==> config.mk <==
export PLATFORM = sky130hd
export DESIGN_NAME = wash_sequencer
export DESIGN_NICKNAME = d
export VERILOG_FILES = /design/src/rtl/wash_sequencer.sv
export SDC_FILE = /design/constraint.sdc
export NUM_CORES = 1
export LEC_CHECK = 0
export CORE_UTILIZATION = 40
export CTS_CLUSTER_DIAMETER = 60
export CTS_CLUSTER_SIZE = 16
export DETAILED_ROUTE_END_ITERATION = 16
export GPL_TIMING_DRIVEN = 0
export HOLD_SLACK_MARGIN = 0.02
export SLEW_MARGIN = 20
export SYNTH_ARGS = -nofsm -noshare
export SYNTH_HDL_FRONTEND = slang
export SYNTH_SLANG_ARGS = --single-unit
export TNS_END_PERCENT = 5
==> constraint.sdc <==
create_clock -name cp -period 10.25 [get_ports cp]
set_input_delay 1.025 -clock cp [delete_from_list [all_inputs] [get_ports cp]]
set_output_delay 1.025 -clock cp [all_outputs]
set_load 0.005 [all_outputs]
==> src/rtl/wash_sequencer.sv <==
`default_nettype none
// ============================================================================
// Module   : wash_sequencer
// Brief    : Steps a latched 26-bit washing program through eight timed phases
//            on a one-second tick and drives the fill/agitate/drain/spin enables.
// Revision : 1.0 - initial release
// ============================================================================
module wash_sequencer #(
  parameter int TOTAL_W = 7
) (
  input  logic               cp,
  input  logic               rst,
  input  logic               secTick,
  input  logic               start,
  input  logic               pause,
  input  logic               abort,
  input  logic [25:0]        program_word,
  output logic [2:0]         phase,
  output logic [3:0]         remain,
  output logic [TOTAL_W-1:0] totalRemain,
  output logic               busy,
  output logic               done,
  output logic               waterIn,
  output logic               motor,
  output logic               drainOut,
  output logic               spin
);

  localparam logic [1:0] S_IDLE   = 2'd0;
  localparam logic [1:0] S_RUN    = 2'd1;
  localparam logic [1:0] S_PAUSE  = 2'd2;
  localparam logic [1:0] S_FINISH = 2'd3;

  function automatic logic [3:0] field_of(input logic [25:0] p, input logic [2:0] idx);
    logic [3:0] f;
    case (idx)
      3'd0:    f = {1'b0, p[25:23]};
      3'd1:    f = p[22:19];
      3'd2:    f = {1'b0, p[18:16]};
      3'd3:    f = {1'b0, p[15:13]};
      3'd4:    f = {1'b0, p[12:10]};
      3'd5:    f = p[9:6];
      3'd6:    f = {1'b0, p[5:3]};
      default: f = {1'b0, p[2:0]};
    endcase
    return f;
  endfunction

  logic [1:0]         state_q, state_d;
  logic [25:0]        prog_q, prog_d;
  logic [2:0]         phase_q, phase_d;
  logic [3:0]         remain_q, remain_d;
  logic [TOTAL_W-1:0] total_q, total_d;
  logic               busy_q, busy_d, done_q, done_d;
  logic               water_q, water_d, motor_q, motor_d;
  logic               drain_q, drain_d, spin_q, spin_d;

  logic               first_found, next_found;
  logic [2:0]         first_idx, next_idx;
  logic [TOTAL_W-1:0] prog_sum;

  // Descending scan leaves the lowest qualifying index; zero fields never qualify.
  always_comb begin
    first_found = 1'b0;
    first_idx   = 3'd0;
    next_found  = 1'b0;
    next_idx    = 3'd0;
    prog_sum    = '0;
    for (int i = 7; i >= 0; i--) begin
      if (field_of(program_word, 3'(i)) != 4'd0) begin
        first_found = 1'b1;
        first_idx   = 3'(i);
      end
      if ((3'(i) > phase_q) && (field_of(prog_q, 3'(i)) != 4'd0)) begin
        next_found = 1'b1;
        next_idx   = 3'(i);
      end
      prog_sum = prog_sum + TOTAL_W'(field_of(program_word, 3'(i)));
    end
  end

  always_ff @(posedge cp) begin
    if (rst) begin
      state_q  <= S_IDLE;
      prog_q   <= '0;
      phase_q  <= '0;
      remain_q <= '0;
      total_q  <= '0;
      busy_q   <= 1'b0;
      done_q   <= 1'b0;
      water_q  <= 1'b0;
      motor_q  <= 1'b0;
      drain_q  <= 1'b0;
      spin_q   <= 1'b0;
    end else begin
      state_q  <= state_d;
      prog_q   <= prog_d;
      phase_q  <= phase_d;
      remain_q <= remain_d;
      total_q  <= total_d;
      busy_q   <= busy_d;
      done_q   <= done_d;
      water_q  <= water_d;
      motor_q  <= motor_d;
      drain_q  <= drain_d;
      spin_q   <= spin_d;
    end
  end

  always_comb begin
    state_d  = state_q;
    prog_d   = prog_q;
    phase_d  = phase_q;
    remain_d = remain_q;
    total_d  = total_q;
    case (state_q)
      S_IDLE: begin
        if (start && !abort) begin
          if (first_found) begin
            state_d  = S_RUN;
            prog_d   = program_word;
            phase_d  = first_idx;
            remain_d = field_of(program_word, first_idx);
            total_d  = prog_sum;
          end else begin
            state_d = S_FINISH;
          end
        end
      end
      S_RUN: begin
        if (abort) begin
          state_d  = S_IDLE;
          prog_d   = '0;
          phase_d  = '0;
          remain_d = '0;
          total_d  = '0;
        end else if (pause) begin
          state_d = S_PAUSE;
        end else if (secTick) begin
          total_d = total_q - TOTAL_W'(1);
          if (remain_q > 4'd1) begin
            remain_d = remain_q - 4'd1;
          end else if (next_found) begin
            phase_d  = next_idx;
            remain_d = field_of(prog_q, next_idx);
          end else begin
            state_d  = S_FINISH;
            prog_d   = '0;
            phase_d  = '0;
            remain_d = '0;
            total_d  = '0;
          end
        end
      end
      S_PAUSE: begin
        if (abort) begin
          state_d  = S_IDLE;
          prog_d   = '0;
          phase_d  = '0;
          remain_d = '0;
          total_d  = '0;
        end else if (!pause) begin
          state_d = S_RUN;
        end
      end
      default: begin
        state_d  = S_IDLE;
        prog_d   = '0;
        phase_d  = '0;
        remain_d = '0;
        total_d  = '0;
      end
    endcase
  end

  // Actuators follow phase modulo 4: fill, agitate, drain, spin.
  always_comb begin
    busy_d  = (state_d == S_RUN) || (state_d == S_PAUSE);
    done_d  = (state_d == S_FINISH);
    water_d = 1'b0;
    motor_d = 1'b0;
    drain_d = 1'b0;
    spin_d  = 1'b0;
    if (state_d == S_RUN) begin
      case (phase_d[1:0])
        2'd0:    water_d = 1'b1;
        2'd1:    motor_d = 1'b1;
        2'd2:    drain_d = 1'b1;
        default: begin
          drain_d = 1'b1;
          spin_d  = 1'b1;
        end
      endcase
    end
  end

  assign phase       = phase_q;
  assign remain      = remain_q;
  assign totalRemain = total_q;
  assign busy        = busy_q;
  assign done        = done_q;
  assign waterIn     = water_q;
  assign motor       = motor_q;
  assign drainOut    = drain_q;
  assign spin        = spin_q;

endmodule
`default_nettype wire

==> impl_metrics.csv <==
group,metric,value,unit
clock_tree,post_cts_resized,0,
setup_path,regToRegSetupSlack,7.55,ns
logic_synthesis,yosysSeqAreaShare,26.02,%
timing,rsz0062_at_grt,"false",
global_routing,grt.busiest_layer,"met2",
logic_synthesis,synth_most_common_cell,"dfxtp_1",
hold_path,min_path_cells,2,
clock_tree,clk_latency,0.31,ns
place,io_buffers,50,
global_routing,grtUsageMet2,38.19,%
timing,slew_headroom,57.24,%
run,drv_cap,0,
floorplan,die_x,98.09,um
power,power_density,148.3,mW/mm^2
power,seq_power_share,33.7,%
layout,final_util,49.99,%
global_routing,grt_pass1_vias,3455,
place,gp_congestion,0.9169,
floorplan,initial_utilization,41.74,%
logic_synthesis,synth-seq-cells,48,
power,internal_power,0.3984,mW
timing,post-route-period-util,49.44,%
setup_path,critPathKind,"in -> reg",
route,drt_wl_total,10.98,mm
setup_path,timing.rr.end,"remain[1]",
setup_path,cpMostUsedCell,"fa_1",
power,irDropWorstVdd,0.09849,mV
floorplan,num_rows,34,
place,dp_hpwl,8.863,mm
setup_path,cp_max_fo,4,
logic_synthesis,ys_warn_count,0,
floorplan,io_pins,52,
route,final_antenna_net_count,0,
setup_path,critPathArrivalTime,5.25,ns
status,status,"finished with violations",
global_routing,grt_use_total,23.76,%
hold_path,min_to,"prog_q[23]",
clock_tree,post_cts_buffers,0,
global_routing,gr-total-overflow,0,
setup_path,crit_path_start_kind,"primary input",
logic_synthesis,synth_edf_count,0,
timing,worstMarginPinSlew,0.6347,ns
hold_path,hp-start,"prog_q[23]",
route,vias_per_cell,5.821,
floorplan,dieArea,0.009622,mm^2
logic_synthesis,ys_top_cells_by_area,"dfxtp_1 26%, fa_1 10%, a21oi_1 5.8%",
timing,fin_crit,5.067,ns
setup_path,crit_path_end_kind,"flop",
global_routing,grt_use_met3,2.362,%
hold_path,hp-class,"reg -> reg",
setup_path,r2r_start,"phase[2]",
logic_synthesis,synth_area_per_cell,8.319,um^2
timing,finalSetupViolCount,0,
timing,fmax,0.1973,GHz
layout,n_antenna_cell,0,
clock_tree,cts_hold_buf,0,
power,combinationalPowerShare,48.0,%
global_routing,gr-usage-met1,33.88,%
clock_tree,cts.path.max_buffers,2,
logic_synthesis,synthTopCellsByCount,"48 x dfxtp_1, 45 x nand2_1, 43 x a21oi_1",
clock_tree,cts_sinks,48,
timing,clock_skew,0.007017,ns
clock_tree,numCtsBuffers,5,
logic_synthesis,yosysTopAreaCell,"dfxtp_1",
power,pwr-share-clk,18.3,%
layout,area_growth,19.75,%
clock_tree,cts_max_level,2,
logic_synthesis,ys_async_sr_fraction,0,%
route,via_count,3551,
setup_path,critical_path.slowest_cell,"clkdlybuf4s50_1",
logic_synthesis,netlist.area_leader.share,26.02,%
setup_path,r2r_cells,8,
route,first_pass_iters,10,
floorplan,dieHeight,98.09,um
timing,fin_setup_tns,0,ns
setup_path,crit_chain,"clkdlybuf4s50_1, fa_1, fa_1, inv_1, fa_1, fa_1, inv_1, ha_1, fa_1, a21o_1, a21oi_1, o32ai_1, a22oi_1, nor2_1",
timing,maxSlewViolCount,0,
route,drtIter0Drc,222,
setup_path,required,10.43,ns
layout,drive_gt1_share,8.566,%
route,wire_per_inst,17.99,um
global_routing,antenna_found_initial,0,
clock_tree,cts_tree,"built",
clock_tree,root_buffer,"clkbuf_8",
route,drc,5,
logic_synthesis,synth_area,0.003694,mm^2
setup_path,cp_slowest_stage_delay,0.55,ns
floorplan,coreArea,0.008848,mm^2
logic_synthesis,synthesis.instances,444,
logic_synthesis,postSynthNetCount,511,
power,p_sw_share,39.24,%
logic_synthesis,synthFlopType,"dfxtp_1",
global_routing,grt_pass1_wl,17.97,mm
power,p_leak,1.700,nW
timing,final_hold_viol_count,0,
logic_synthesis,synth_cell_type_count,70,
status,violations,"DRC",
layout,nets,568,
clock_tree,path_clk_slew,0.10,ns
global_routing,grt_max_degree,18,
power,switchingPower,0.2573,mW
[per-stage QoR]
stage	power [mW]	setup slack [ns]	cells	instance area, um^2	hold slack (ns)
2_1_floorplan	0.4362	5.779	444	3694	0.4316
3_3_place_gp	0.5325	4.868	602	4329	0.4456
3_5_place_dp	0.5388	4.837	602	4329	0.4528
4_1_cts	0.6600	5.179	610	4423	0.4669
5_1_grt	0.7058	4.996	610	4423	0.4924
6_report	0.6558	5.183	610	4423	0.4630
[power groups by stage]
stage          Sequential [mW]  Combinational, mW  Clock (mW)
6_report                 0.221              0.315       0.120
2_1_floorplan            0.220              0.216           0
4_1_cts                  0.220              0.316       0.124
5_1_grt                  0.223              0.352       0.131
3_3_place_gp             0.224              0.308           0
3_5_place_dp             0.224              0.314           0
[sequential cells by signal (all words and copies together), names as in the netlist]
name	cells
drainOut	1
totalRemain	7
motor	1
busy	1
spin	1
waterIn	1
state_q	2
done	1
phase	3
prog_q	26
remain	4
[worst max-delay path: cells and delay by family]
| kind | cells | cell delay, ns |
|---|---|---|
| fa+ha+maj | 6 | 2.77 |
| buf+inv | 3 | 0.65 |
| simple gates | 1 | 0.05 |
| compound gates | 4 | 0.76 |
[area by class of cell]
class,count,area (um^2)
Timing Repair Buffer,50,500.5
Multi-Input combinational cell,343,2490
Tap cell,108,135.1
Sequential cell,48,960.9
Buffer,21,122.6
Clock inverter,3,25.02
Inverter,32,120.1
Clock buffer,5,68.82
Fill cell,906,4425
[how the worst max path moves through the flow]
stage | start | endpoint | slack [ns] | cells after the start
4_1_cts | program_word[2] | totalRemain[6] | 5.18 | 14
2_1_floorplan | program_word[2] | totalRemain[6] | 5.78 | 13
3_3_place_gp | program_word[2] | totalRemain[6] | 4.87 | 14
6_report | program_word[2] | totalRemain[6] | 5.18 | 14
3_5_place_dp | program_word[2] | totalRemain[6] | 4.84 | 14
5_1_grt | program_word[2] | totalRemain[6] | 5.00 | 14
[cell families (layout without fill, tap and decap cells)]
| group | count (synthesis) | count (layout) | share of synthesized area, % |
|---|---|---|---|
| AOI/OAI and AO/OA | 131 | 131 | 25.88 |
| xor gates and xnor gates | 4 | 4 | 0.9484 |
| buffers and inverters | 53 | 111 | 6.571 |
| and+or+nand+nor | 167 | 167 | 23.14 |
| adders and majority gates | 35 | 35 | 15.72 |
| DFF | 48 | 48 | 26.02 |
| muxes | 6 | 6 | 1.728 |
[per-layer routing]
| layer | part of all wire, % | vias to the layer above |
|---|---|---|
| li1 | - | 1731 |
| met1 | 47 | 1681 |
| met2 | 46 | 125 |
| met4 | 1.8 | 0 |
| met5 | 0 | - |
| met3 | 5.6 | 14 |
[cell usage in the layout, fill, tap and decap left out, types with 3 or more instances in the layout]
cell type,Yosys,layout
clkdlybuf4s50_1,0,50
dfxtp_1,48,48
nand2_1,45,45
a21oi_1,43,43
inv_1,32,32
nand3_1,31,31
nor2_1,29,29
fa_1,19,19
nor3_1,16,16
ha_1,16,16
o21ai_0,13,13
clkbuf_1,9,9
nand2b_1,8,8
or3_1,7,7
a211oi_1,7,7
and2_1,6,6
a22oi_1,6,6
buf_2,5,5
a22o_1,5,5
a31oi_1,5,5
clkbuf_8,0,5
nor2b_1,4,4
a21o_1,4,4
buf_6,4,4
xnor2_1,4,4
a21oi_2,3,3
mux2i_1,3,3
and3_1,3,3
o31a_1,3,3
o31ai_1,3,3
mux2_2,3,3
nand3b_1,3,3
a2111oi_0,3,3
o32ai_1,3,3
o2bb2ai_1,3,3
No activity file was read; power rests on OpenSTA's default activity.
